===== src/rtl/cache_port_arbiter.sv =====
// Cache port arbiter: per-port write FIFOs drained one entry per cycle into a
// single bank write port, plus unqueued per-port read address registration.
// Optional feature macro: CACHE_ARB_ROUND_ROBIN_EN selects round-robin write
// arbitration; without it the lowest-indexed non-empty FIFO always wins.
module cache_port_arbiter #(
    parameter int NUM_PORTS  = 4,
    parameter int ADDR_W     = 8,
    parameter int NET_W      = 4,
    parameter int DATA_W     = 32,
    parameter int FIFO_DEPTH = 4
) (
    input  logic                          clk,
    input  logic                          reset,
    input  logic [NUM_PORTS*ADDR_W-1:0]   cacheAddressIn,
    input  logic [NUM_PORTS*NET_W-1:0]    requesterAddressIn,
    input  logic [NUM_PORTS-1:0]          memReadIn,
    input  logic [NUM_PORTS-1:0]          memWriteIn,
    input  logic [NUM_PORTS*DATA_W-1:0]   dataIn,
    output logic [NUM_PORTS-1:0]          readReady,
    output logic [NUM_PORTS*NET_W-1:0]    requesterAddressOut,
    output logic [NUM_PORTS-1:0]          writeFull,
    output logic [NUM_PORTS*ADDR_W-1:0]   cacheReadAddress,
    output logic [DATA_W-1:0]             cacheDataIn,
    output logic [ADDR_W-1:0]             cacheWriteAddressIn,
    output logic                          memRead,
    output logic                          memWrite
);

    localparam int PTR_W  = (FIFO_DEPTH > 1) ? $clog2(FIFO_DEPTH) : 1;
    localparam int CNT_W  = $clog2(FIFO_DEPTH) + 1;
    localparam int PORT_W = (NUM_PORTS > 1) ? $clog2(NUM_PORTS) : 1;

    // FIFO storage carries no reset: occupancy is governed by the counters.
    logic [ADDR_W-1:0] fifo_addr_q [NUM_PORTS][FIFO_DEPTH];
    logic [DATA_W-1:0] fifo_data_q [NUM_PORTS][FIFO_DEPTH];

    logic [PTR_W-1:0]  wr_ptr_q  [NUM_PORTS];
    logic [PTR_W-1:0]  wr_ptr_d  [NUM_PORTS];
    logic [PTR_W-1:0]  rd_ptr_q  [NUM_PORTS];
    logic [PTR_W-1:0]  rd_ptr_d  [NUM_PORTS];
    logic [CNT_W-1:0]  count_q   [NUM_PORTS];
    logic [CNT_W-1:0]  count_d   [NUM_PORTS];

    logic [NUM_PORTS-1:0] push;
    logic [NUM_PORTS-1:0] pop;
    logic                 grant_vld;
    logic [PORT_W-1:0]    grant_idx;
    logic [PORT_W-1:0]    search_idx;

    logic [NUM_PORTS-1:0]        read_ready_q;
    logic [NUM_PORTS*NET_W-1:0]  req_addr_q;
    logic [NUM_PORTS*ADDR_W-1:0] rd_addr_q;
    logic [DATA_W-1:0]           wr_data_q;
    logic [ADDR_W-1:0]           wr_addr_q;
    logic                        mem_read_q;
    logic                        mem_write_q;

`ifdef CACHE_ARB_ROUND_ROBIN_EN
    logic [PORT_W-1:0] rr_ptr_q;
    logic [PORT_W-1:0] rr_ptr_d;
`endif

    assign readReady           = read_ready_q;
    assign requesterAddressOut = req_addr_q;
    assign cacheReadAddress    = rd_addr_q;
    assign cacheDataIn         = wr_data_q;
    assign cacheWriteAddressIn = wr_addr_q;
    assign memRead             = mem_read_q;
    assign memWrite            = mem_write_q;

    // Backpressure straight from the registered occupancy count.
    always_comb begin
        for (int i = 0; i < NUM_PORTS; i++) begin
            writeFull[i] = (count_q[i] == CNT_W'(FIFO_DEPTH));
        end
    end

    // Pick at most one non-empty FIFO to pop this cycle.
    always_comb begin
        grant_vld  = 1'b0;
        grant_idx  = '0;
        search_idx = '0;
        pop        = '0;
        for (int k = 0; k < NUM_PORTS; k++) begin
`ifdef CACHE_ARB_ROUND_ROBIN_EN
            search_idx = PORT_W'((int'(rr_ptr_q) + k) % NUM_PORTS);
`else
            search_idx = PORT_W'(k);
`endif
            if (!grant_vld && (count_q[search_idx] != '0)) begin
                grant_vld       = 1'b1;
                grant_idx       = search_idx;
                pop[search_idx] = 1'b1;
            end
        end
    end

`ifdef CACHE_ARB_ROUND_ROBIN_EN
    // Search restarts just past the most recently granted port.
    always_comb begin
        rr_ptr_d = rr_ptr_q;
        if (grant_vld) begin
            rr_ptr_d = PORT_W'((int'(grant_idx) + 1) % NUM_PORTS);
        end
    end
`endif

    // Next-state pointers and counts; push and pop may coincide.
    always_comb begin
        for (int i = 0; i < NUM_PORTS; i++) begin
            push[i]     = memWriteIn[i] && !writeFull[i];
            wr_ptr_d[i] = wr_ptr_q[i] + PTR_W'(push[i]);
            rd_ptr_d[i] = rd_ptr_q[i] + PTR_W'(pop[i]);
            count_d[i]  = count_q[i] + CNT_W'(push[i]) - CNT_W'(pop[i]);
        end
    end

    // Capture accepted writes into each port's FIFO storage.
    always_ff @(posedge clk) begin
        for (int i = 0; i < NUM_PORTS; i++) begin
            if (push[i]) begin
                fifo_addr_q[i][wr_ptr_q[i]] <= cacheAddressIn[i*ADDR_W +: ADDR_W];
                fifo_data_q[i][wr_ptr_q[i]] <= dataIn[i*DATA_W +: DATA_W];
            end
        end
    end

    // FIFO control, arbitration state and registered bank outputs.
    always_ff @(posedge clk or posedge reset) begin
        if (reset) begin
            for (int i = 0; i < NUM_PORTS; i++) begin
                wr_ptr_q[i] <= '0;
                rd_ptr_q[i] <= '0;
                count_q[i]  <= '0;
            end
`ifdef CACHE_ARB_ROUND_ROBIN_EN
            rr_ptr_q <= '0;
`endif
            read_ready_q <= '0;
            req_addr_q   <= '0;
            rd_addr_q    <= '0;
            wr_data_q    <= '0;
            wr_addr_q    <= '0;
            mem_read_q   <= 1'b0;
            mem_write_q  <= 1'b0;
        end else begin
            for (int i = 0; i < NUM_PORTS; i++) begin
                wr_ptr_q[i] <= wr_ptr_d[i];
                rd_ptr_q[i] <= rd_ptr_d[i];
                count_q[i]  <= count_d[i];
                read_ready_q[i] <= memReadIn[i];
                if (memReadIn[i]) begin
                    rd_addr_q[i*ADDR_W +: ADDR_W] <= cacheAddressIn[i*ADDR_W +: ADDR_W];
                    req_addr_q[i*NET_W +: NET_W]  <= requesterAddressIn[i*NET_W +: NET_W];
                end
            end
`ifdef CACHE_ARB_ROUND_ROBIN_EN
            rr_ptr_q <= rr_ptr_d;
`endif
            mem_read_q  <= |memReadIn;
            mem_write_q <= grant_vld;
            if (grant_vld) begin
                wr_addr_q <= fifo_addr_q[grant_idx][rd_ptr_q[grant_idx]];
                wr_data_q <= fifo_data_q[grant_idx][rd_ptr_q[grant_idx]];
            end
        end
    end

endmodule


===== config.mk =====
export PLATFORM = sky130hd
export DESIGN_NAME = cache_port_arbiter
export DESIGN_NICKNAME = d
export VERILOG_FILES = /design/src/rtl/cache_port_arbiter.sv
export SDC_FILE = /design/constraint.sdc
export NUM_CORES = 1
export LEC_CHECK = 0
export ABC_AREA = 1
export CAP_MARGIN = 20
export CELL_PAD_IN_SITES_DETAIL_PLACEMENT = 1
export CELL_PAD_IN_SITES_GLOBAL_PLACEMENT = 2
export CORE_MARGIN = 4
export CORE_UTILIZATION = 34
export DETAILED_ROUTE_END_ITERATION = 10
export PLACE_DENSITY_LB_ADDON = 0.1
export SYNTH_ARGS = -nofsm -noshare
export SYNTH_HDL_FRONTEND = slang
export SYNTH_SLANG_ARGS = --single-unit

===== constraint.sdc =====
create_clock -name clk -period 3.8 [get_ports clk]
set_clock_uncertainty 0.05 [all_clocks]
set_input_delay 0.38 -clock clk [delete_from_list [all_inputs] [get_ports clk]]
set_output_delay 0.38 -clock clk [all_outputs]
set_load 0.005 [all_outputs]

==> results of run 1 <==
## synthesized netlist by cell type (all sizes together)
cell / count / area [um^2]
nor3: 18 / 101
edfxtp: 640 / 19200
xnor2: 2 / 17.5
fa: 4 / 80.1
or2: 161 / 1010
inv: 200 / 751
xor2: 11 / 96.3
o211ai: 1 / 7.51
ha: 14 / 175
nand2: 1298 / 4870
clkbuf: 55 / 206
nand4: 2 / 12.5
dfrtp: 122 / 3050
a21oi: 1 / 8.76
nor2: 9 / 43.8
o21ai: 6 / 30.0
nand3: 408 / 2060
buf: 111 / 582
## worst min-delay path by stage
stage,from,end,slack [ns],cells past startpoint
after floorplan,memReadIn[0],readReady[0],0.36,0
after global placement,requesterAddressOut[11],requesterAddressOut[11],0.40,2
after detailed placement,requesterAddressOut[4],requesterAddressOut[4],0.41,2
after CTS,reset,requesterAddressOut[12],0.03,2
after global routing,reset,requesterAddressOut[12],0.06,2
final,reset,requesterAddressOut[13],0.06,2
## area by class of cell
cell class | instances | area [um^2]
clock inverters | 48 | 561
clock buffers | 116 | 2490
flip-flops and latches | 762 | 22300
diodes | 3 | 7.51
well taps | 1254 | 1570
repair buffers | 330 | 3440
inverters | 200 | 766
fillers | 10200 | 54100
multi-input cells | 1935 | 8690
## cells by family (layout without fill, tap and decap cells)
family | Yosys count | in the layout | synth area share [%]
other cells | 0 | 3 | 0
flops | 762 | 762 | 68.9
buf+inv | 366 | 694 | 4.76
simple gates | 1896 | 1896 | 25.1
compound gates | 8 | 8 | 0.143
fa+ha+maj | 18 | 18 | 0.790
xor+xnor | 13 | 13 | 0.352
## critical path: cells and delay by family (launching register included)
kind	cells	cell delay (ns)
and+or+nand+nor	14	1.66
DFF	1	0.42
buffers and inverters	1	0.48
## state kept, by name, summed over array words and instances (netlist names)
name                 flops
wr_ptr_q                 8
cacheDataIn             32
cacheWriteAddressIn      8
fifo_addr_q            128
requesterAddressOut     16
cacheReadAddress        32
count_q                 12
readReady                4
rd_ptr_q                 8
fifo_data_q            512
memRead                  1
memWrite                 1
## per-layer routing
metal,share of wire [%],vias to the layer above,GRT usage [%]
li1,-,10600,-
met1,44,11500,28.3
met2,49,452,37.1
met3,4.5,133,4.14
met4,2.4,8,5.50
met5,0.043,-,0
## stage by stage
step	hold WS (ns)	utilization (%)	setup TNS, ns	total power, mW
global route	0.0617	42.4	0	32.5
CTS	0.0319	42.4	0	31.0
global placement	0.404	39.1	0	21.7
floorplan	0.361	-	-78.60	17.6
detailed placement	0.412	39.1	0	22.0
finish	0.0592	42.4	0	30.4
## power groups by stage
stage	Sequential (mW)	Combinational, mW	Clock [mW]
2_1_floorplan	11.8	5.83	0
3_3_place_gp	11.9	9.81	0
3_5_place_dp	11.9	10.0	0
4_1_cts	11.8	10.1	9.10
5_1_grt	11.9	11.1	9.50
6_report	11.8	9.83	8.85
==> summary.txt, run 1 <==
Pwr
  – Sequential power share: just under 40%
  – Peak supply drop: around 0.5 mV
  – Leak: 16.3 nW
  – Combinational cell fraction of total power: 32.3%
  – Switching power share of the total: a little over a third
  – Sw Pwr: 10.7 mW
  – Areal power density over the cells: 765 nW/um^2
  – Clock share of power: 29.1%
  – Cell-internal power: 19.7 mW

STA
  – Max-slew headroom at the worst pin: 24.8%
  – Max frequency: 323 MHz
  – Final critical-path share of the clock period: between 80 and 90%
  – Final Max Slew Viols: 0
  – Final worst-path setup slack: 0.708 ns
  – Final hold vios: 0
  – # setup viols final: 0
  – Minimum clock period: 3.09 ns
  – Unrepaired setup endpoints after global routing: no
  – Transition time at the pin with the least slew margin: between 1 and 1.5 ns

Placement
  – Number of port buffers: 283
  – Half-perimeter wire length after placement: about 63 mm
  – Routability congestion estimate: 0.741
  – Placed cell area: 36700 um^2
  – DP Worst Slack: 0.693 ns
  – Cell Count Post-Placement: 4481

Run
  – Max Cap Viol: 0

Floorplan
  – Die outline width: 316 um
  – Starting Density: between 30% and 40%
  – Die area: 100000 um^2
  – Count of boundary I/O pins: between 200 and 300
  – Die height: between 300 and 400 um
  – Placeable core area: 93900 um^2
  – Standard-cell row count: 112

Clocking
  – Number of buffers inserted during clock tree synthesis: between 80 and 90
  – Number of buffers inserted by post-CTS setup repair: 0
  – Buffer depth of the longest clock path: 3
  – Clock net sink count: between 700 and 800
  – TritonCTS clock tree: done
  – Root Buffer: sky130_fd_sc_hd__clkbuf_16
  – CTS Hold Buffers Added: 0
  – Number of resized instances in the post-cts repair step: 0
  – Number of H-tree levels: 3
  – Clock transition at the registers of the reported paths: about 0.060 ns
  – Worst-skew pair later-pin latency: 0.64 ns

Drt
  – Number of routed nets with antenna violations: 0
  – Routed wirelength normalized by instance count: 23.1 um
  – Final Routed Wirelength: 107 mm
  – Post-detailed-route DRC marker count: 0
  – DRC violation total after the first TritonRoute iteration: 1304
  – Ratio of routed vias to standard cells: between 4 and 5
  – Pre-antenna DRT Iters: 5
  – Total via count after detailed routing: 22600

Synthesis
  – Gate Count Post-Synth: a little over 3000
  – Count of unique library cells instantiated by Yosys: 29
  – Mapped Avg Cell Area: 10.6 um^2
  – Cell Area, Synth: 32300 um^2
  – Sequential cell area fraction in the yosys report: just under 70%
  – Synthesized netlist net count: 3267
  – Number of warnings reported in the yosys synthesis log: 0
  – #FFs+latches synth: between 700 and 800

Setup path
  – Slack of the worst reg-to-reg path: 0.71 ns
  – Critical Path Fanout Max: around 200
  – Critical Path Sink: cacheDataIn[10]
  – Delay of the slowest cell on the worst path: ~0.48 ns
  – Type of the setup path with the least slack: reg -> reg
  – Cell with the biggest individual delay on the critical path: sky130_fd_sc_hd__buf_12
  – Beginning of the worst register-to-register path: count_q[6]
  – Arrival time of data at the critical path endpoint: 3.55 ns
  – Cell repeated most along the worst path: sky130_fd_sc_hd__nand2_1
  – Element type at the critical path start: register
  – Sequence of cells on the critical path: nor2_2, nand2_1, nor2_4, nand3_4, nand2_4, buf_12, nand2_1, nand2_1, nand2_1, nand2_1, nand2_1, nand3_1, nand2_1, nand2_1, nand2_1
  – CP startpoint: count_q[6]
  – Cell depth of the worst flop-to-flop path: 15
  – Worst reg2reg endpoint: cacheDataIn[10]
  – Nature of the critical path endpoint: register
  – Required time at the endpoint of the critical path: 4.26 ns

Layout
  – Nets: 3521
  – Top library cells by usage in the layout, fill and taps aside: sky130_fd_sc_hd__nand2_1, sky130_fd_sc_hd__edfxtp_1, sky130_fd_sc_hd__nand3_1
  – Most frequent standard cell in the layout excluding fill and tap cells: sky130_fd_sc_hd__nand2_1
  – Fraction of final layout cells with drive strength greater than 1: 11.3%
  – Count of non-filler cells in the finished layout: about 4600
  – Area of all placed cells without fillers: 39800 um^2
  – Synth-to-Final Area Change: 23.1%

GRT
  – Largest net degree at the start of global routing: 205
  – All-layer global routing usage: 21.6%
  – Number of antenna violations at the first check in global routing: 9
  – Vias in the first global route: ~24000
  – Remaining global-route overflow: 0
  – Global-route wire length before repair: around 160 mm

Status
  – Status: complete, no violations

Hold path
  – Min-delay worst type: in -> async
Power figures use the tool's default switching activity.
==> run 2, diff against run 1 <==
--- a/config.mk
+++ b/config.mk
@@ -10,7 +10,7 @@
 export CELL_PAD_IN_SITES_DETAIL_PLACEMENT = 1
 export CELL_PAD_IN_SITES_GLOBAL_PLACEMENT = 2
 export CORE_MARGIN = 4
-export CORE_UTILIZATION = 34
+export CORE_UTILIZATION = 38
 export DETAILED_ROUTE_END_ITERATION = 10
 export PLACE_DENSITY_LB_ADDON = 0.1
 export SYNTH_ARGS = -nofsm -noshare
==> constraint.sdc (replaced) <==
create_clock -name clk -period 3.14 [get_ports clk]
set_clock_uncertainty 0.05 [all_clocks]
set_input_delay 0.314 -clock clk [delete_from_list [all_inputs] [get_ports clk]]
set_output_delay 0.314 -clock clk [all_outputs]
set_load 0.005 [all_outputs]
==> run 2 against run 1 <==
Die area fell by 10%. Sequential share of layout area about the same. Setup slack lost 0.44 ns. Register-to-register slack got worse by 0.44 ns. Clock-buffer cell count shrank 5. Non-clock buffer count is 23 higher. Routed wire length is 2.1% lower. Combinational power up 22%. Via count up 1.5%. Largest cell class unchanged.
==> summary.txt, run 2 (synthesis results as in run 1) <==
Status
  – Status: complete, no violations

STA
  – Max frequency: 348 MHz (+7.7%)
  – Max-slew headroom at the worst pin: 27.2% (+2.4 points)
  – Final critical-path share of the clock period: 91.4% (+10 points)
  – Unrepaired setup endpoints after global routing: no
  – Sum of negative setup slack: 0 ns (unchanged)
  – Final hold vios: 0 (unchanged)
  – # setup viols final: 0 (unchanged)
  – Transition time at the pin with the least slew margin: 1.08 ns (-0.0480 ns)
  – Final Max Slew Viols: 0 (unchanged)
  – Minimum clock period: 2.87 ns (-0.222 ns)
  – Final worst-path setup slack: 0.270 ns (-0.438 ns)

Pwr
  – Areal power density over the cells: 924 nW/um^2 (+21%)
  – Leak: 16.4 nW (+0.59%)
  – Peak supply drop: 0.752 mV (+50%)

Layout
  – Flip-flop count of the largest register, all copies and words added: 512 (unchanged)
  – Most frequent standard cell in the layout excluding fill and tap cells: sky130_fd_sc_hd__nand2_1
  – Nets: 3542 (+0.60%)
  – Top library cells by usage in the layout, fill and taps aside: sky130_fd_sc_hd__nand2_1, sky130_fd_sc_hd__edfxtp_1, sky130_fd_sc_hd__nand3_1
  – Synth-to-Final Area Change: 23.0% (about the same)
  – Number of fill cells in the layout: 9072 (-11%)
  – Count of non-filler cells in the finished layout: 4547 (-2.2%)
  – Fraction of final layout cells with drive strength greater than 1: 11.6% (+0.35 points)

Placement
  – Half-perimeter wire length after placement: 65.3 mm (+3.8%)
  – Routability congestion estimate: 0.762 (+2.9%)
  – Number of port buffers: 283 (unchanged)
  – Cell Count Post-Placement: 4383 (-2.2%)
  – DP Worst Slack: 0.337 ns (-0.356 ns)

Drt
  – Total via count after detailed routing: 23000 (+1.5%)
  – DRC violation total after the first TritonRoute iteration: 1384 (+6.1%)
  – Ratio of routed vias to standard cells: 5.05 (+3.8%)
  – Pre-antenna DRT Iters: 5 (unchanged)
  – Routed wirelength normalized by instance count: 23.1 um (about the same)
  – Final Routed Wirelength: 105 mm (-2.1%)
  – Post-detailed-route DRC marker count: 0 (unchanged)
  – Number of routed nets with antenna violations: 0 (unchanged)

GRT
  – Global-route wire length before repair: 157 mm (-1.5%)
  – Number of antenna violations at the first check in global routing: 9 (unchanged)
  – Vias in the first global route: 25100 (+2.5%)
  – All-layer global routing usage: 23.4% (+1.8 points)
  – Remaining global-route overflow: 0 (unchanged)
  – Largest net degree at the start of global routing: 105 (-49%)

Floorplan
  – Die outline width: 300 um (-5.3%)
  – Placeable core area: 84000 um^2 (-11%)
  – Count of boundary I/O pins: 284 (unchanged)
  – Standard-cell row count: 106 (-5.4%)
  – Starting Density: 38.5% (+4.1 points)
  – Die area: 89800 um^2 (-10%)
  – Die height: 300 um (-5.3%)

Clocking
  – Number of buffers inserted during clock tree synthesis: 86 (-2.3%)
  – Number of H-tree levels: 3 (unchanged)
  – Clock net sink count: 762 (unchanged)
  – TritonCTS clock tree: done
  – Root Buffer: sky130_fd_sc_hd__clkbuf_16
  – Worst-skew pair later-pin latency: 0.64 ns (about the same)
  – Number of resized instances in the post-cts repair step: 0 (unchanged)
  – Clock transition at the registers of the reported paths: 0.06 ns (about the same)
  – Buffer depth of the longest clock path: 3 (unchanged)

Hold path
  – Terminating pin of the worst hold path: requesterAddressOut[6]
  – Hold Path Origin: requesterAddressIn[6]
  – Number of cells on the worst hold path: 3
  – Min-delay worst type: in -> reg

Setup path
  – Delay of the slowest cell on the worst path: 0.85 ns (+0.37 ns)
  – Cell repeated most along the worst path: sky130_fd_sc_hd__nand2_1
  – Family of cells with the greatest summed delay on the critical path: compound AO/OA/AOI/OAI gates
  – Sequence of cells on the critical path: inv_1, nand2_1, o21ai_0, nand4_1, nand2_1, ha_1, fa_1
  – Worst reg2reg endpoint: count_q[1]
  – Slack of the worst reg-to-reg path: 0.27 ns (-0.44 ns)
  – Critical Path Fanout Max: 6 (-97%)
  – Element type at the critical path start: register
  – Arrival time of data at the critical path endpoint: 3.32 ns (-0.23 ns)
  – Cell depth of the worst flop-to-flop path: 7 (-8)
  – Cell with the biggest individual delay on the critical path: sky130_fd_sc_hd__o21ai_0
  – Buffers plus inverters on the worst setup path: 1 (unchanged)
  – Required time at the endpoint of the critical path: 3.59 ns (-0.67 ns)
  – Beginning of the worst register-to-register path: count_q[1]
  – Nature of the critical path endpoint: register
  – Type of the setup path with the least slack: reg -> reg

Run
  – Max Cap Viol: 0 (unchanged)
run 2: cell types whose count changed in the layout (fill, tap and decap cells not counted), sizes merged:
cell         previous run  this run
buf                    47        69
dlygate4sd3             0         1
clkinv                 29        31
clkbuf                116       111
inv                   201       202
clkinvlp                6         3
diode                   3         4
run 2: tightest hold or removal path: cells and delay by family:
kind / cells / cell delay, ns
buf+inv: 1 / 0.39
simple gates: 2 / 0.11
run 2: report_power, final:
group	total, mW	switching [mW]	leakage, nW	internal (mW)
Sequential	14.3	0.882	7.31	13.4
Combinational	12.0	7.92	7.68	4.06
Clock	10.5	4.08	1.45	6.37
Total	36.7	12.9	16.4	23.8
run 2: worst max path at each step:
stage | endpoint | cells past startpoint | slack (ns) | from
2_1_floorplan | fifo_addr_q[2][10] | 3 | -0.86 | count_q[4]
3_3_place_gp | cacheDataIn[9] | 14 | 0.44 | count_q[6]
3_5_place_dp | cacheDataIn[25] | 14 | 0.34 | count_q[0]
4_1_cts | count_q[1] | 7 | 0.27 | count_q[1]
5_1_grt | cacheDataIn[14] | 14 | 0.04 | count_q[0]
6_report | count_q[1] | 7 | 0.27 | count_q[1]
run 2: area by class of cell:
| class | count | area [um^2] | area share [%] |
|---|---|---|---|
| diodes | 4 | 10.0 | 0.0252 |
| clock inverters | 48 | 564 | 1.42 |
| flip-flops and latches | 762 | 22300 | 56.0 |
| multi-input cells | 1935 | 8690 | 21.9 |
| repair buffers | 353 | 3650 | 9.18 |
| well taps | 1134 | 1420 | 3.57 |
| inverters | 200 | 764 | 1.92 |
| clock buffers | 111 | 2390 | 6.02 |
run 2: timing repair:
action / CTS / global route
hold buffers: 1 / 0
endpoints found under the hold margin: 8 / 0
setup buffers: 0 / 0
run 2: metrics by stage:
| stage | util [%] | hold slack (ns) | instance area [um^2] | power (mW) |
|---|---|---|---|---|
| 2_1_floorplan | - | 0.295 | 32400 | 21.3 |
| 3_3_place_gp | 43.8 | 0.406 | 36800 | 26.2 |
| 3_5_place_dp | 43.8 | 0.412 | 36800 | 26.6 |
| 4_1_cts | 47.3 | 0.137 | 39800 | 37.2 |
| 5_1_grt | 47.4 | 0.157 | 39800 | 39.0 |
| 6_report | 47.4 | 0.171 | 39800 | 36.7 |
run 2: metal layers:
layer / wire length (um) / share of wire [%] / global-route usage, % / vias to the layer above
li1: - / - / - / 10600
met1: 45000 / 43 / 30.2 / 11700
met2: 51600 / 49 / 40.4 / 533
met3: 5670 / 5.4 / 4.67 / 173
met4: 2630 / 2.5 / 6.20 / 8
met5: 47 / 0.045 / 0 / -
